`src/rtl/cpu_ctrl_pkg.sv`:
```
// cpu_ctrl_pkg: function-select codes shared by register, IR and fetch control,
// plus the fetch sequencer state encoding.
package cpu_ctrl_pkg;
    localparam logic [1:0] FS_CLEAR = 2'b00;
    localparam logic [1:0] FS_LOAD  = 2'b01;
    localparam logic [1:0] FS_DEC   = 2'b10;
    localparam logic [1:0] FS_INC   = 2'b11;

    typedef enum logic [2:0] {
        ST_IDLE,
        ST_CLR,
        ST_FETCH_LO,
        ST_FETCH_HI,
        ST_ISSUE,
        ST_ERROR
    } fetch_state_t;
endpackage

```
`src/rtl/fetch_wdog.sv`:
```
// fetch_wdog: counts consecutive memory-wait cycles and flags the cycle that
// would reach TIMEOUT; TIMEOUT of 0 never expires.
module fetch_wdog #(
    parameter int TIMEOUT = 16,
    localparam int WAIT_W = (TIMEOUT == 0) ? 1 : $clog2(TIMEOUT + 1)
) (
    input  logic clk,
    input  logic rst_n,
    input  logic clr,
    input  logic inc,
    output logic expired
);
    localparam logic [WAIT_W-1:0] LAST = WAIT_W'((TIMEOUT == 0) ? 0 : TIMEOUT - 1);

    logic [WAIT_W-1:0] cnt;

    // expired is combinational so the FSM leaves on the TIMEOUT-th wait edge
    assign expired = (TIMEOUT != 0) && inc && (cnt == LAST);

    always_ff @(posedge clk or negedge rst_n) begin
        if (!rst_n)
            cnt <= '0;
        else if (clr)
            cnt <= '0;
        else if (inc && !expired)
            cnt <= cnt + WAIT_W'(1);
    end
endmodule

```
`src/rtl/fetch_sequencer.sv`:
```
// fetch_sequencer: two-byte instruction fetch controller driving PC and IR
// controls, with issue handshake, redirect, halt and memory-wait timeout.
module fetch_sequencer
    import cpu_ctrl_pkg::*;
#(
    parameter int CNT_W   = 16,
    parameter int TIMEOUT = 16
) (
    input  logic             clk,
    input  logic             rst_n,
    input  logic             start,
    input  logic             halt_req,
    input  logic             mem_ready,
    input  logic             issue_ready,
    input  logic             redirect,
    output logic             mem_rd,
    output logic             pc_enable,
    output logic [1:0]       pc_funsel,
    output logic             ir_enable,
    output logic [1:0]       ir_funsel,
    output logic             ir_lh,
    output logic             instr_valid,
    output logic             busy,
    output logic             err,
    output logic [CNT_W-1:0] fetch_count
);
    fetch_state_t state, state_nx;
    logic halt_pend, handshake, wd_clr, wd_inc, wd_expired;

    assign handshake = (state == ST_ISSUE) && issue_ready;

    fetch_wdog #(.TIMEOUT(TIMEOUT)) u_wdog (
        .clk     (clk),
        .rst_n   (rst_n),
        .clr     (wd_clr),
        .inc     (wd_inc),
        .expired (wd_expired)
    );

    always_ff @(posedge clk or negedge rst_n) begin
        if (!rst_n)
            state <= ST_IDLE;
        else
            state <= state_nx;
    end

    // halt is only remembered while busy and is consumed by the issue handshake
    always_ff @(posedge clk or negedge rst_n) begin
        if (!rst_n) begin
            halt_pend   <= 1'b0;
            fetch_count <= '0;
        end else begin
            halt_pend   <= busy && (halt_pend || halt_req) && !handshake;
            fetch_count <= fetch_count + CNT_W'(handshake);
        end
    end

    always_comb begin
        state_nx = state;
        case (state)
            ST_IDLE, ST_ERROR: state_nx = start ? ST_CLR : state;
            ST_CLR:            state_nx = ST_FETCH_LO;
            ST_FETCH_LO:       state_nx = mem_ready ? ST_FETCH_HI : wd_expired ? ST_ERROR : state;
            ST_FETCH_HI:       state_nx = mem_ready ? ST_ISSUE : wd_expired ? ST_ERROR : state;
            ST_ISSUE:          state_nx = !issue_ready ? state : (halt_pend || halt_req) ? ST_IDLE : ST_FETCH_LO;
            default:           state_nx = ST_IDLE;
        endcase
    end

    always_comb begin
        mem_rd      = 1'b0;
        pc_enable   = 1'b0;
        pc_funsel   = FS_CLEAR;
        ir_enable   = 1'b0;
        ir_funsel   = FS_CLEAR;
        ir_lh       = 1'b0;
        instr_valid = 1'b0;
        busy        = 1'b0;
        err         = 1'b0;
        wd_clr      = 1'b0;
        wd_inc      = 1'b0;
        case (state)
            ST_CLR: begin
                ir_enable = 1'b1;
                busy      = 1'b1;
                wd_clr    = 1'b1;
            end
            ST_FETCH_LO, ST_FETCH_HI: begin
                mem_rd    = 1'b1;
                busy      = 1'b1;
                ir_enable = mem_ready;
                ir_funsel = mem_ready ? FS_LOAD : FS_CLEAR;
                ir_lh     = mem_ready && (state == ST_FETCH_HI);
                pc_enable = mem_ready;
                pc_funsel = mem_ready ? FS_INC : FS_CLEAR;
                wd_clr    = mem_ready;
                wd_inc    = !mem_ready;
            end
            ST_ISSUE: begin
                instr_valid = 1'b1;
                busy        = 1'b1;
                pc_enable   = issue_ready && redirect;
                pc_funsel   = (issue_ready && redirect) ? FS_LOAD : FS_CLEAR;
            end
            ST_ERROR: err = 1'b1;
            default: ;
        endcase
    end
endmodule

```
`config.mk`:
```
export PLATFORM = sky130hd
export DESIGN_NAME = fetch_sequencer
export DESIGN_NICKNAME = d
export VERILOG_FILES = /design/src/rtl/cpu_ctrl_pkg.sv /design/src/rtl/fetch_wdog.sv /design/src/rtl/fetch_sequencer.sv
export SDC_FILE = /design/constraint.sdc
export NUM_CORES = 1
export LEC_CHECK = 0
export ABC_AREA = 1
export ABC_CLOCK_PERIOD_IN_PS = 1900
export CORE_MARGIN = 2
export CORE_UTILIZATION = 44
export CTS_CLUSTER_SIZE = 24
export DETAILED_ROUTE_END_ITERATION = 10
export PLACE_DENSITY = 0.8
export SLEW_MARGIN = 40
export SYNTH_ARGS = -nofsm -noshare
export SYNTH_HDL_FRONTEND = slang
export SYNTH_SLANG_ARGS = --single-unit
export TNS_END_PERCENT = 20
```
`constraint.sdc`:
```
create_clock -name clk -period 1.9 [get_ports clk]
set_clock_uncertainty 0.1 [all_clocks]
set_input_delay 0.38 -clock clk [delete_from_list [all_inputs] [get_ports clk]]
set_output_delay 0.38 -clock clk [all_outputs]
set_load 0.02 [all_outputs]
```
Yosys cells after proc, flatten, opt, wreduce, memory -nomap -nowiden
Cells that the tools add are included.
W data, S select, Z words.

cells by class
  bitwise operators = 0
  add/subtract/negate cells = 2
  shift-type cells = 0
  $mul = 0
  multiplexer cells = 22
  reductions and logical operators = 17
  div/mod/pow operators = 0
  $lt $le $gt $ge = 0
  eq/ne operators = 8

operator list
  kind                   number
  $add A16 B1 Y16        1
  $mux W3                5
  $pmux W3 S5            1
  $mux W5                2
  $mux W1                9
  $logic_and A1 B1 Y1    7
  $eq A3 B2 Y1 const B   2
  $eq A3 B3 Y1 const B   2
  $add A5 B1 Y5 const B  1
  $eq A5 B4 Y1 const B   1
  $mux W2                2
  $ne A2 B2 Y1 const B   2
  $pmux W1 S2            2
  $pmux W2 S2            1
  $reduce_or A2 Y1       2
  $reduce_or A4 Y1       1
  $eq A3 B1 Y1 const B   1
  $logic_not A1 Y1       3
  $logic_not A3 Y1       1
  $reduce_and A2 Y1      1
  $reduce_bool A2 Y1     1
  $logic_or A1 B1 Y1     1

storage, ports and cells
  input bits = 7
  output and inout bits = 27
  flip-flop bits (word level) = 25
  bits in writable memories = 0
  logic and storage cells = 53
  bits in latches = 0
  bits in read-only memories = 0
  memories kept = 0

Logic depth before layout (Yosys ltp)
  depth after elaboration = 8
  depth in mapped cells = 11
  mapped depth without buffers = 11

Cells and area by module
From an unflattened synthesis, not the netlist that was laid out.

unflattened totals
  cells, all modules = 180
  area, all modules = 1,435.1 sq um

by module, submodules not included
  module           times used  cells each  area each (sq um)  sequential area each (sq um)
  fetch_sequencer  1           142         1,159.9            500.5
  fetch_wdog       1           38          275.3              125.1

Worst setup path before layout
Ideal clock, no wire load.

  path kind = register -> register
  from = reg state[0]
  to = reg fetch_count[12]
  data required time = 1.683 ns
  setup slack = -0.101 ns
  cell stages (with the launch flop) = 11
  arrival = 1.784 ns
  clock period less this slack = 2.001 ns
  path buffers = 0
  library setup time = 0.117 ns
  path through = dfrtp_1 > nor2_2 > nand2_1 > nor2_1 > ha_1 > ha_1 > nand3_1 > nor3_1 > nand2_1 > nand2_1 > nand2_1

on the way
  cells in the longest elaborated chain, start to end = 3

ends and longest elaborated chain
  item                      RTL line               RTL
  start: declaration        fetch_sequencer.sv:27  fetch_state_t state, state_nx;
  start signal: assignment  fetch_sequencer.sv:44  state <= state_nx;
  $eq A3 B3 Y1              fetch_sequencer.sv:30  assign handshake = (state == ST_ISSUE) && issue_ready;
  $logic_and A1 B1 Y1       fetch_sequencer.sv:30
  $add A16 B1 Y16           fetch_sequencer.sv:54  fetch_count <= fetch_count + CNT_W'(handshake);
  end signal: assignment    fetch_sequencer.sv:54
  end: declaration          fetch_sequencer.sv:25  output logic [CNT_W-1:0] fetch_count

Every way passes these cells.
A chain may end at the register's enable or synchronous reset.

Worst setup path in the final report
  from = reg state[0]
  to = out busy

on the way
  cells in the longest elaborated chain, start to end = 3
  elaborated cells on any way between the ends = 6
  classes of those cells = 4 x eq/ne; 1 x mux; 1 x reduce/logical

ends and longest elaborated chain
  item                                        RTL line               RTL
  $eq A3 B3 Y1, or another cell as far along  fetch_sequencer.sv:82  case (state)
  $reduce_or A4 Y1 (no line) (*)              --
  $mux W1 (*)                                 fetch_sequencer.sv:82
  end: declaration                            fetch_sequencer.sv:23  output logic busy,

Mark *: on every way between the ends. The rest lies on a longest branch, timed or not.

==> flow_summary.toml <==
[floorplanning]
start_util = 0.462
num_rows = 20
io_pins = 34
die_h_um = 60.6
dieArea_um2 = 3670
core_um2 = 3050
die_x_um = 60.6

[clocking]
h-tree-depth = 1
cts.sinks = 25
clk_latency_ps = 320
tritoncts = "yes"
clk_path_buf_depth = 2
root_buffer = "clkbuf_4"
numCtsBuffers = 3
path_clk_slew_ps = 140

[synthesis]
synthXorXnorAreaFrac = 0.0621
yosys-mux-area-fraction = 0
yosys_warnings = 0
synth_cell_types = 24
synth.area.top_cells = "dfrtp_1 44%, nand2_1 14%, nor2_1 6.7%"
seq_area_frac_synth = 0.444
synth_edf_count = 0
synth.top_cell.area_share = 0.444
ys_ff_latch = 25
async_reset_ff_frac = 1.00
netlist_top_cells_count = "51 x nand2_1, 25 x dfrtp_1, 25 x nor2_1"
synth_fp_nets = 194
synthAdderAreaFrac = 0.0355
synth-simple-area-share = 0.344
syn_inst = 183
syn_avg_cell_area_um2 = 7.71
synth_most_common_cell = "nand2_1"
synth_top_family_by_area = "simple AND/OR/NAND/NOR gates"
synth-compound-area-share = 0.0328
syn_area_um2 = 1410
synth_top_flop_cell = "dfrtp_1"
yosysTopAreaCell = "dfrtp_1"

[critical_path]
worstSetupPathType = "flop to output pin"
timing.rr.start = "state[0]"
worst-path-max-fanout = 2
arrival_ps = 1420
cp-start-kind = "flop"
worstRegToRegCells = 11
end_kind = "output pin"
rrSetupSlack_ps = 60
r2r_end = "fetch_count[14]"
cp.required_ps = 1420

[cells_and_area]
insertedDiodeCount = 0
drive_above_1_share = 0.266
syn_to_final_growth_pct = 45.4
fin_util = 0.672
final_net_count = 249

[run_status]
run_status = "finished clean"

[drt]
dr.max_layer_used = "met4"
wl_met1_um = 1480
dr_wl_met2_um = 1630
firstDrtPassIters = 4
drcViolationCount = 0
drt-initial-drc-count = 35
routed_via_density = 4.66
wire_per_inst_um = 11.6
met3WireLength_um = 97
wl_um = 3250
vias = 1309
drt.antenna.violating_nets = 0

[timing]
fmax_ghz = 0.527
finalMaxSlewViolations = 0
setup_viol_count_final = 0
min_period_ps = 1900
rsz0062_at_grt = "true"
fin_crit_sh = 0.998
hold_slack_ps = 302
fin_ws_ps = 3.72
hold_viol_final = 0

[place]
place_ws_ps = -415
dpl.hpwl_um = 2380
place_congestion = 0.875
portBuffers = 32

[global_routing]
grt-ovfl-total = 0
grt_max_degree = 26
antenna_found_initial = 0
grt_pass1_wl_um = 5180
track_usage = 0.185
grt_pass1_vias = 1196

[worst_hold_path]
hp-class = "input pin to async pin"

[flow_run]
cap_violations = 0

[pwr]
p_per_area_nw_per_um2 = 969
fin_total_pwr_uw = 1990
ir_drop_mv = 0.541
p_leak_uw = 0.00116
==> layout by cell type (no fill, tap or decap), types with 2 or more instances in the layout <==
master	count
clkbuf_4	3
nand3_1	13
buf_4	19
nand2_1	49
nand4_1	2
inv_1	22
xor2_1	8
dlymetal6s2s_1	11
o21ai_0	2
nand2_2	4
clkdlybuf4s50_1	10
nor3_1	3
ha_4	2
ha_1	2
nor2_1	19
clkbuf_2	3
inv_2	2
o21ai_2	2
buf_6	4
dfrtp_1	24
xnor2_1	2
nor2_4	6
nor2_2	5
nand3b_1	2
buf_2	4
a21oi_1	2
nand2_4	2
==> cells by family (layout without fill, tap and decap cells) <==
family,Yosys count,in the layout
simple gates,109,109
buf+inv,27,81
flops,25,25
xor+xnor,10,10
compound gates,7,7
fa+ha+maj,4,4
other cells,1,1
==> cell type report <==
| cell class | count | area, um^2 |
|---|---|---|
| Clock inverter | 1 | 5.00 |
| Fill cell | 252 | 1000 |
| Timing Repair Buffer | 52 | 469 |
| Inverter | 25 | 96.3 |
| Clock buffer | 3 | 22.5 |
| Multi-Input combinational cell | 131 | 776 |
| Sequential cell | 25 | 627 |
| Tap cell | 44 | 55.1 |
==> worst max-delay path, stage by stage, from the launching register on <==
cell and delay, ps:
dfrtp_1 430, nor2_4 150, buf_4 140, nor2_4 40, nor2_2 130, inv_1 50
buf_2 150
==> power by group <==
group          internal (uW)  total, uW  switching, uW
Combinational            451       1050            596
Clock                   78.9        245            166
Sequential               614        695           81.0
==> layer usage <==
layer | track usage | up-vias
met5 | 0 | -
met4 | 0.0590 | 0
met3 | 0.0235 | 6
met2 | 0.303 | 24
met1 | 0.258 | 605
li1 | - | 674
==> worst max path at each step <==
| stage | start | end | slack (ps) | cells after the start |
|---|---|---|---|---|
| floorplan | state[0] | fetch_count[12] | -5 | 10 |
| global placement | mem_ready | pc_enable | -380 | 4 |
| detailed placement | mem_ready | pc_enable | -420 | 4 |
| CTS | state[0] | pc_enable | -130 | 6 |
| finish | state[0] | busy | 4 | 6 |
| global route | state[0] | busy | -50 | 6 |
==> sequential cells by signal (all words and copies together) (netlist names) <==
name         flops
halt_pend        1
u_wdog.cnt       5
state            3
fetch_count     16
==> timing repair <==
action,4_1_cts,5_1_grt
resized for setup,39,37
pin swaps,1,2
buffers inserted,2,0
hold buffers,0,0
endpoints found under the setup margin,18,30
==> stage by stage <==
step / TNS [ps] / cell area, um^2 / cells
finish: 0 / 2050 / 281
global route: -250 / 2050 / 281
detailed placement: -5130 / 1930 / 275
CTS: -205 / 1990 / 281
global placement: -4510 / 1930 / 275
floorplan: -4.87 / 1440 / 183
Note: power is estimated with default switching activity, not from simulation.
